### config.mk
export PLATFORM = sky130hd
export DESIGN_NAME = dram_arbiter
export DESIGN_NICKNAME = d
export VERILOG_FILES = /design/src/rtl/dram_arbiter.sv
export SDC_FILE = /design/constraint.sdc
export NUM_CORES = 1
export LEC_CHECK = 0
export CORE_AREA = 3 3 137 139
export CTS_CLUSTER_SIZE = 20
export DETAILED_ROUTE_END_ITERATION = 6
export DIE_AREA = 0 0 140 142
export PLACE_DENSITY_LB_ADDON = 0.25
export SETUP_SLACK_MARGIN = 0.1
export SYNTH_ARGS = -nofsm -noshare
export SYNTH_HDL_FRONTEND = slang
export SYNTH_SLANG_ARGS = --single-unit
### constraint.sdc
create_clock -name clk -period 2.05 [get_ports clk]
set_input_delay 0.205 -clock clk [delete_from_list [all_inputs] [get_ports clk]]
set_output_delay 0.205 -clock clk [all_outputs]
set_load 0.01 [all_outputs]
### src/rtl/dram_arbiter.sv
// dram_arbiter: shares one single-port data DRAM between two requesters.
// Port 0 is the load/store unit and has fixed priority. Port 1 is the
// DMA/debug loader; a starvation counter forces a port 1 grant after
// STARVE_LIMIT back-to-back port 0 grants while port 1 is waiting.
// The DRAM read latency is one cycle; the arbiter records who owns the
// access in flight and steers the returning word to that port.
//
// Ports:
//   clk, rst                      clock, async active-high reset
//   m0_req/addr/we/wdata          port 0 request (we = 0 -> read)
//   m0_gnt                        port 0 granted this cycle (comb.)
//   m0_rvalid/rdata               port 0 response, one cycle after grant
//   m1_*                          same set for port 1
//   dram_a/we/din                 DRAM address, byte enables, write data
//   dram_spo                      DRAM read data, one cycle after dram_a
//   perf_m0_grants                port 0 grant count
//   perf_m1_grants                port 1 grant count
//   perf_conflicts                cycles with both requests raised
//
// Build option: define DRAM_ARB_PERF_EN to get the three performance
// counters; without it the perf ports read as zero and no counter
// flops exist. Arbitration and response timing do not depend on it.
module dram_arbiter #(
  parameter int ADDR_WIDTH   = 16,
  parameter int STARVE_LIMIT = 8
) (
  input  logic                  clk,
  input  logic                  rst,

  input  logic                  m0_req,
  input  logic [ADDR_WIDTH-1:0] m0_addr,
  input  logic [3:0]            m0_we,
  input  logic [31:0]           m0_wdata,
  output logic                  m0_gnt,
  output logic                  m0_rvalid,
  output logic [31:0]           m0_rdata,

  input  logic                  m1_req,
  input  logic [ADDR_WIDTH-1:0] m1_addr,
  input  logic [3:0]            m1_we,
  input  logic [31:0]           m1_wdata,
  output logic                  m1_gnt,
  output logic                  m1_rvalid,
  output logic [31:0]           m1_rdata,

  output logic [ADDR_WIDTH-1:0] dram_a,
  output logic [3:0]            dram_we,
  output logic [31:0]           dram_din,
  input  logic [31:0]           dram_spo,

  output logic [31:0]           perf_m0_grants,
  output logic [31:0]           perf_m1_grants,
  output logic [31:0]           perf_conflicts
);

  localparam logic [7:0] LIMIT = 8'(STARVE_LIMIT);

  // Owner encoding of the access in flight.
  localparam logic OWN_M0 = 1'b0;
  localparam logic OWN_M1 = 1'b1;

  logic [7:0] starve_q;
  logic [7:0] starve_d;
  logic       rvalid_q;
  logic       rvalid_d;
  logic       owner_q;
  logic       owner_d;

  logic       gnt0;
  logic       gnt1;
  logic       m1_forced;

  // -------------------------------------------------------------
  // Arbitration. Nothing is granted while reset is held so that
  // the DRAM never sees a write enable during reset.
  // -------------------------------------------------------------
  assign m1_forced = (starve_q == LIMIT);

  always_comb begin
    gnt0 = 1'b0;
    gnt1 = 1'b0;
    if (!rst) begin
      if (m1_req && (!m0_req || m1_forced)) begin
        gnt1 = 1'b1;
      end else if (m0_req) begin
        gnt0 = 1'b1;
      end
    end
  end

  assign m0_gnt = gnt0;
  assign m1_gnt = gnt1;

  // -------------------------------------------------------------
  // DRAM drive. Idle cycles park the address on port 0 and keep
  // write enables and write data at zero.
  // -------------------------------------------------------------
  always_comb begin
    dram_a   = m0_addr;
    dram_we  = 4'b0000;
    dram_din = 32'h0;
    if (gnt1) begin
      dram_a   = m1_addr;
      dram_we  = m1_we;
      dram_din = m1_wdata;
    end else if (gnt0) begin
      dram_a   = m0_addr;
      dram_we  = m0_we;
      dram_din = m0_wdata;
    end
  end

  // -------------------------------------------------------------
  // Starvation counter: counts port 0 wins while port 1 waits.
  // Any cycle where port 1 is not waiting, or port 1 wins,
  // starts the count over.
  // -------------------------------------------------------------
  always_comb begin
    starve_d = starve_q;
    if (gnt1 || !m1_req) begin
      starve_d = 8'd0;
    end else if (gnt0 && (starve_q != LIMIT)) begin
      starve_d = starve_q + 8'd1;
    end
  end

  // -------------------------------------------------------------
  // Response tracking. Reads and writes both return one word,
  // so every grant produces exactly one rvalid next cycle.
  // -------------------------------------------------------------
  always_comb begin
    rvalid_d = gnt0 | gnt1;
    owner_d  = owner_q;
    if (gnt1) begin
      owner_d = OWN_M1;
    end else if (gnt0) begin
      owner_d = OWN_M0;
    end
  end

  always_ff @(posedge clk or posedge rst) begin
    if (rst) begin
      starve_q <= 8'd0;
      rvalid_q <= 1'b0;
      owner_q  <= OWN_M0;
    end else begin
      starve_q <= starve_d;
      rvalid_q <= rvalid_d;
      owner_q  <= owner_d;
    end
  end

  assign m0_rvalid = rvalid_q & (owner_q == OWN_M0);
  assign m1_rvalid = rvalid_q & (owner_q == OWN_M1);

  // Only the owning port sees the DRAM word; the other reads zero.
  assign m0_rdata = m0_rvalid ? dram_spo : 32'h0;
  assign m1_rdata = m1_rvalid ? dram_spo : 32'h0;

  // -------------------------------------------------------------
  // Performance counters (optional).
  // -------------------------------------------------------------
`ifdef DRAM_ARB_PERF_EN
  logic [31:0] pm0_q;
  logic [31:0] pm0_d;
  logic [31:0] pm1_q;
  logic [31:0] pm1_d;
  logic [31:0] pcf_q;
  logic [31:0] pcf_d;

  always_comb begin
    pm0_d = pm0_q;
    pm1_d = pm1_q;
    pcf_d = pcf_q;
    if (gnt0) begin
      pm0_d = pm0_q + 32'd1;
    end
    if (gnt1) begin
      pm1_d = pm1_q + 32'd1;
    end
    if (m0_req && m1_req) begin
      pcf_d = pcf_q + 32'd1;
    end
  end

  always_ff @(posedge clk or posedge rst) begin
    if (rst) begin
      pm0_q <= 32'h0;
      pm1_q <= 32'h0;
      pcf_q <= 32'h0;
    end else begin
      pm0_q <= pm0_d;
      pm1_q <= pm1_d;
      pcf_q <= pcf_d;
    end
  end

  assign perf_m0_grants = pm0_q;
  assign perf_m1_grants = pm1_q;
  assign perf_conflicts = pcf_q;
`else
  assign perf_m0_grants = 32'h0;
  assign perf_m1_grants = 32'h0;
  assign perf_conflicts = 32'h0;
`endif

endmodule

# Word level (Yosys, flattened, before mapping)
# Cells that the tools add are included.
[totals] ff_bits=10 output_inout_bits=216
[op_classes] n_addsub=1 eq_ne=2 mux=16 bitwise_logic=4 n_reduce_logical=8
[ops] operator="2-to-1 mux 32 bit" n=4
[ops] operator="2-to-1 mux 16 bit" n=1
[ops] operator="2-to-1 mux 8 bit" n=2
[ops] operator="adder 8 x 1 -> 8 bit (second input constant)" n=1
[ops] operator="equality test 8 x 4 -> 1 bit (second input constant)" n=1
[ops] operator="2-to-1 mux 4 bit" n=2
[ops] operator="inequality test 8 x 4 -> 1 bit (second input constant)" n=1
[ops] operator="2-to-1 mux 1 bit" n=7
[ops] operator="nonzero test 2 bit" n=2
[ops] operator="bitwise AND 1 bit" n=2
[ops] operator="logical AND 1 bit" n=2
[ops] operator="zero test 1 bit" n=2
[ops] operator="logical OR 1 bit" n=2
[ops] operator="inverter 1 bit" n=1
[ops] operator="OR 1 bit" n=1

# Longest topological paths before layout
[logic_depth] word_depth=8 mapped_depth=7 ltp_nobuf=6

# Least setup slack after synthesis
# OpenSTA, ideal clock, no wires.
[synth_timing] path_kind="flip-flop to output port" startpoint="register starve_q[0]" endpoint="output dram_a[0]" arrival_time_ps=1865 t_required_ps=1845 path_slack_ps=-20 stages_incl_launch_ff=8 path_cell_list="dfrtp_1 > inv_1 > ha_1 > nor4b_4 > a21boi_2 > nor3_4 > buf_4 > mux2_1"
[synth_via] elab_chain_len=6
[synth_lines] item="from (decl)" line_no="62" text="logic [7:0] starve_q;"
[synth_lines] item="from (signal assigned)" line_no="147" text="starve_q <= starve_d;"
[synth_lines] item="equality test 8 x 4 -> 1 bit" line_no="77" text="assign m1_forced = (starve_q == LIMIT);"
[synth_lines] item="logical OR 1 bit" line_no="83" text="if (m1_req && (!m0_req || m1_forced)) begin"
[synth_lines] item="logical AND 1 bit" line_no="83"
[synth_lines] item="2-to-1 mux 1 bit" line_no="83"
[synth_lines] item="2-to-1 mux 1 bit" line_no="82" text="if (!rst) begin"
[synth_lines] item="2-to-1 mux 16 bit" line_no="102" text="if (gnt1) begin"
[synth_lines] item="to (decl)" line_no="46" text="output logic [ADDR_WIDTH-1:0] dram_a,"
# No other way between the ends.

# Worst setup path after layout
[layout_timing] startpoint="register starve_q[1]" endpoint="output dram_a[14]"
# Same word-level chain as after synthesis.

==> impl_metrics.csv <==
group,metric,value,unit
outcome,status,"finished with violations",
outcome,violations,"setup timing",
critical_path,cp-end-kind,"primary output",
floorplanning,fp.dieArea,19900,sq um
global_route,grt_max_degree,35,
routing,route.vias.total,3045,
critical_path,cpMostUsedCell,"buf_6",
place,dp_hpwl,10100,microns
global_route,use_met3,2.59,%
routing,dr.pass1.iters,4,
floorplanning,rows,49,
global_route,grt_pass1_wl,18000,microns
timing,rsz0062_at_grt,"true",
yosys,synth_cell_types,30,
final_layout,drive_gt1_share,23.8,%
final_layout,finalNonFillerCells,821,
timing,setup_viol_count_final,53,
critical_path,crit_required,1.85,ns
floorplanning,coreArea,17800,sq um
critical_path,startpoint,"starve_q[1]",
critical_path,path_max_fanout,7,
power_and_ir_drop,p_leak,2.63,nW
global_route,grt_pass1_vias,3080,
final_layout,final_cell_mix,"clkdlybuf4s50_1, conb_1, buf_6, a22o_1, and3_1",
final_layout,final_nets,735,
clock_network,hold_buffers,0,
clock_network,clk_latency,0.24,ns
global_route,grt_overflow,0,
global_route,use_met1,12.4,%
critical_path,cp-start-kind,"register",
place,dp_cells,790,
final_layout,fillers,1860,
clock_network,clock_sinks,10,
routing,ant_nets,0,
global_route,top_usage_layer,"met2",
floorplanning,start_util,13.0,%
final_layout,area_growth,142,%
clock_network,htreeDepth,1,
critical_path,reg2reg_slack,0.18,ns
global_route,grt.total_usage,11.6,%
routing,wirelength,13000,microns
timing,clock_skew,0.00103,ns
timing,fin_crit_sh,117,%
critical_path,r2r-start,"starve_q[1]",
power_and_ir_drop,finalPower,0.00167,W
clock_network,path_clk_slew,0.04,ns
routing,viasPerCell,3.71,
place,place.gp.congestion,0.859,
critical_path,reg2reg_depth,10,
floorplanning,die_h,142,microns
power_and_ir_drop,vdd_drop_max,248,uV
critical_path,critPathMaxStageDelay,0.38,ns
clock_network,root_buffer,"clkbuf_16",
critical_path,arrival,2.19,ns
place,preCtsSetupSlack,-0.435,ns
timing,setup_ws,-0.348,ns
critical_path,crit_path_top_delay_cell,"dfrtp_1",
floorplanning,ios,356,
timing,hold_viol_final,0,
critical_path,r2r-end,"rvalid_q",
routing,wire_per_inst,15.9,microns
floorplanning,die_width,140,microns
run,cap_viol_max_count,0,
yosys,yosysSeqAreaShare,10.9,%
timing,fmax,0.417,GHz
routing,drt-initial-drc-count,73,
power_and_ir_drop,power_density,300,nW/um^2
worst_hold_path,hp-class,"input port to async pin",
critical_path,crit_chain,"inv_2, ha_4, nor4b_4, a21boi_2, nor3_4, buf_4, buf_6, buf_16, mux2_4, buf_6",
timing,layout_min_cycle_time,2.40,ns
yosys,syn_avg_cell_area,7.79,sq um
critical_path,path_class,"register to primary output",
place,io_buffers,259,
global_route,gr-usage-met2,23.2,%
final_layout,diodes,0,
final_layout,final_common_cell,"clkdlybuf4s50_1",
timing,drv_slew,0,
yosys,synth_seq_cells,10,
yosys,syn_area,2300,sq um
yosys,synth_cells,296,
clock_network,numCtsBuffers,3,
global_route,antenna_found_initial,0,
routing,drc,0,
clock_network,cts_buffer_depth,2,
yosys,yosysWarnings,0,
clock_network,cts_tree,"built",
per-layer routing:
metal	vias to the layer above	share of wire, %
met5	-	0
met4	0	1.5
met3	13	8.9
met2	221	55
met1	1374	34
li1	1437	-
sequential cells by signal, indices dropped and copies added (netlist names):
signal,count
rvalid_q,1
owner_q,1
starve_q,8
power breakdown:
| group | switching, W | total [W] | internal (W) | leakage (nW) |
|---|---|---|---|---|
| Sequential | 0.00000335 | 0.000207 | 0.000204 | 0.136 |
| Clock | 0.0000935 | 0.000387 | 0.000294 | 0.0442 |
| Combinational | 0.000430 | 0.00108 | 0.000648 | 2.45 |
kinds of logic (layout without fill, tap and decap cells):
| kind of cell | Yosys count | in the layout | synth area share (%) |
|---|---|---|---|
| flip-flops | 10 | 10 | 10.9 |
| buffers and inverters | 119 | 320 | 35.5 |
| AO/OA/AOI/OAI | 54 | 54 | 18.6 |
| other | 1 | 96 | 0.163 |
| AND/OR/NAND/NOR | 93 | 93 | 25.5 |
| multiplexers | 17 | 17 | 8.31 |
| adder cells (fa/ha/maj) | 2 | 2 | 1.09 |
cell type report:
class                      instances  area (sq um)  area share (%)
clock buffer                       4          88.8            1.59
timing repair buffer             312          3240            58.1
inverter                           4          15.0           0.269
sequential                        10           250            4.49
multi-input combinational        262          1690            30.4
tap                              229           287            5.14
cell usage after synthesis:
cell | instances | area [sq um]
clkbuf_1 | 14 | 52.6
a21oi_1 | 2 | 10.0
nor2_1 | 2 | 7.51
nor3_4 | 1 | 16.3
buf_4 | 98 | 736
nor4b_4 | 1 | 23.8
a21boi_2 | 1 | 11.3
a21o_1 | 1 | 7.51
nor3b_2 | 1 | 12.5
a211oi_1 | 2 | 15.0
and3_1 | 35 | 219
mux2_1 | 11 | 124
or2_2 | 1 | 6.26
buf_2 | 3 | 15.0
nor2b_1 | 2 | 12.5
ha_1 | 2 | 25.0
nand2_1 | 9 | 33.8
inv_1 | 4 | 15.0
mux2_2 | 6 | 67.6
a31oi_1 | 4 | 25.0
o21ai_0 | 7 | 35.0
conb_1 | 1 | 3.75
dfrtp_1 | 10 | 250
a41oi_1 | 1 | 8.76
nand3_1 | 5 | 25.0
nand3b_1 | 1 | 7.51
and2_1 | 33 | 206
a22o_1 | 36 | 315
nor3b_1 | 1 | 7.51
or4b_2 | 1 | 10.0
repair_timing:
action                                  CTS  global route
gates cloned                              8             1
endpoints found under the setup margin   54            62
pin swaps                                 8            37
gates resized for setup                 216            67
setup buffers                            13             6
how the worst max path moves through the flow:
stage / end / slack [ns]
detailed placement: dram_a[7] / -0.43
global route: dram_a[11] / -0.43
finish: dram_a[14] / -0.35
global placement: dram_a[7] / -0.39
floorplan: dram_a[6] / -0.01
CTS: dram_a[2] / -0.39
worst max-delay path, delay by kind of cell (launching register included):
family / cells / cell delay [ns]
buf+inv: 5 / 0.59
simple gates: 2 / 0.42
compound gates: 1 / 0.12
fa+ha+maj: 1 / 0.13
flops: 1 / 0.38
mux: 1 / 0.30
through the flow:
| step | hold WS (ns) | util, % | instance area [sq um] | TNS [ns] |
|---|---|---|---|---|
| after floorplan | 0.252 | - | 2700 | -0.0346 |
| after global placement | 0.562 | 28.2 | 5010 | -16.95 |
| after detailed placement | 0.560 | 28.2 | 5010 | -18.77 |
| after CTS | 0.422 | 30.8 | 5480 | -18.07 |
| after global routing | 0.471 | 31.3 | 5570 | -16.30 |
| final | 0.406 | 31.3 | 5570 | -11.68 |
(Power assumes the default switching activity.)
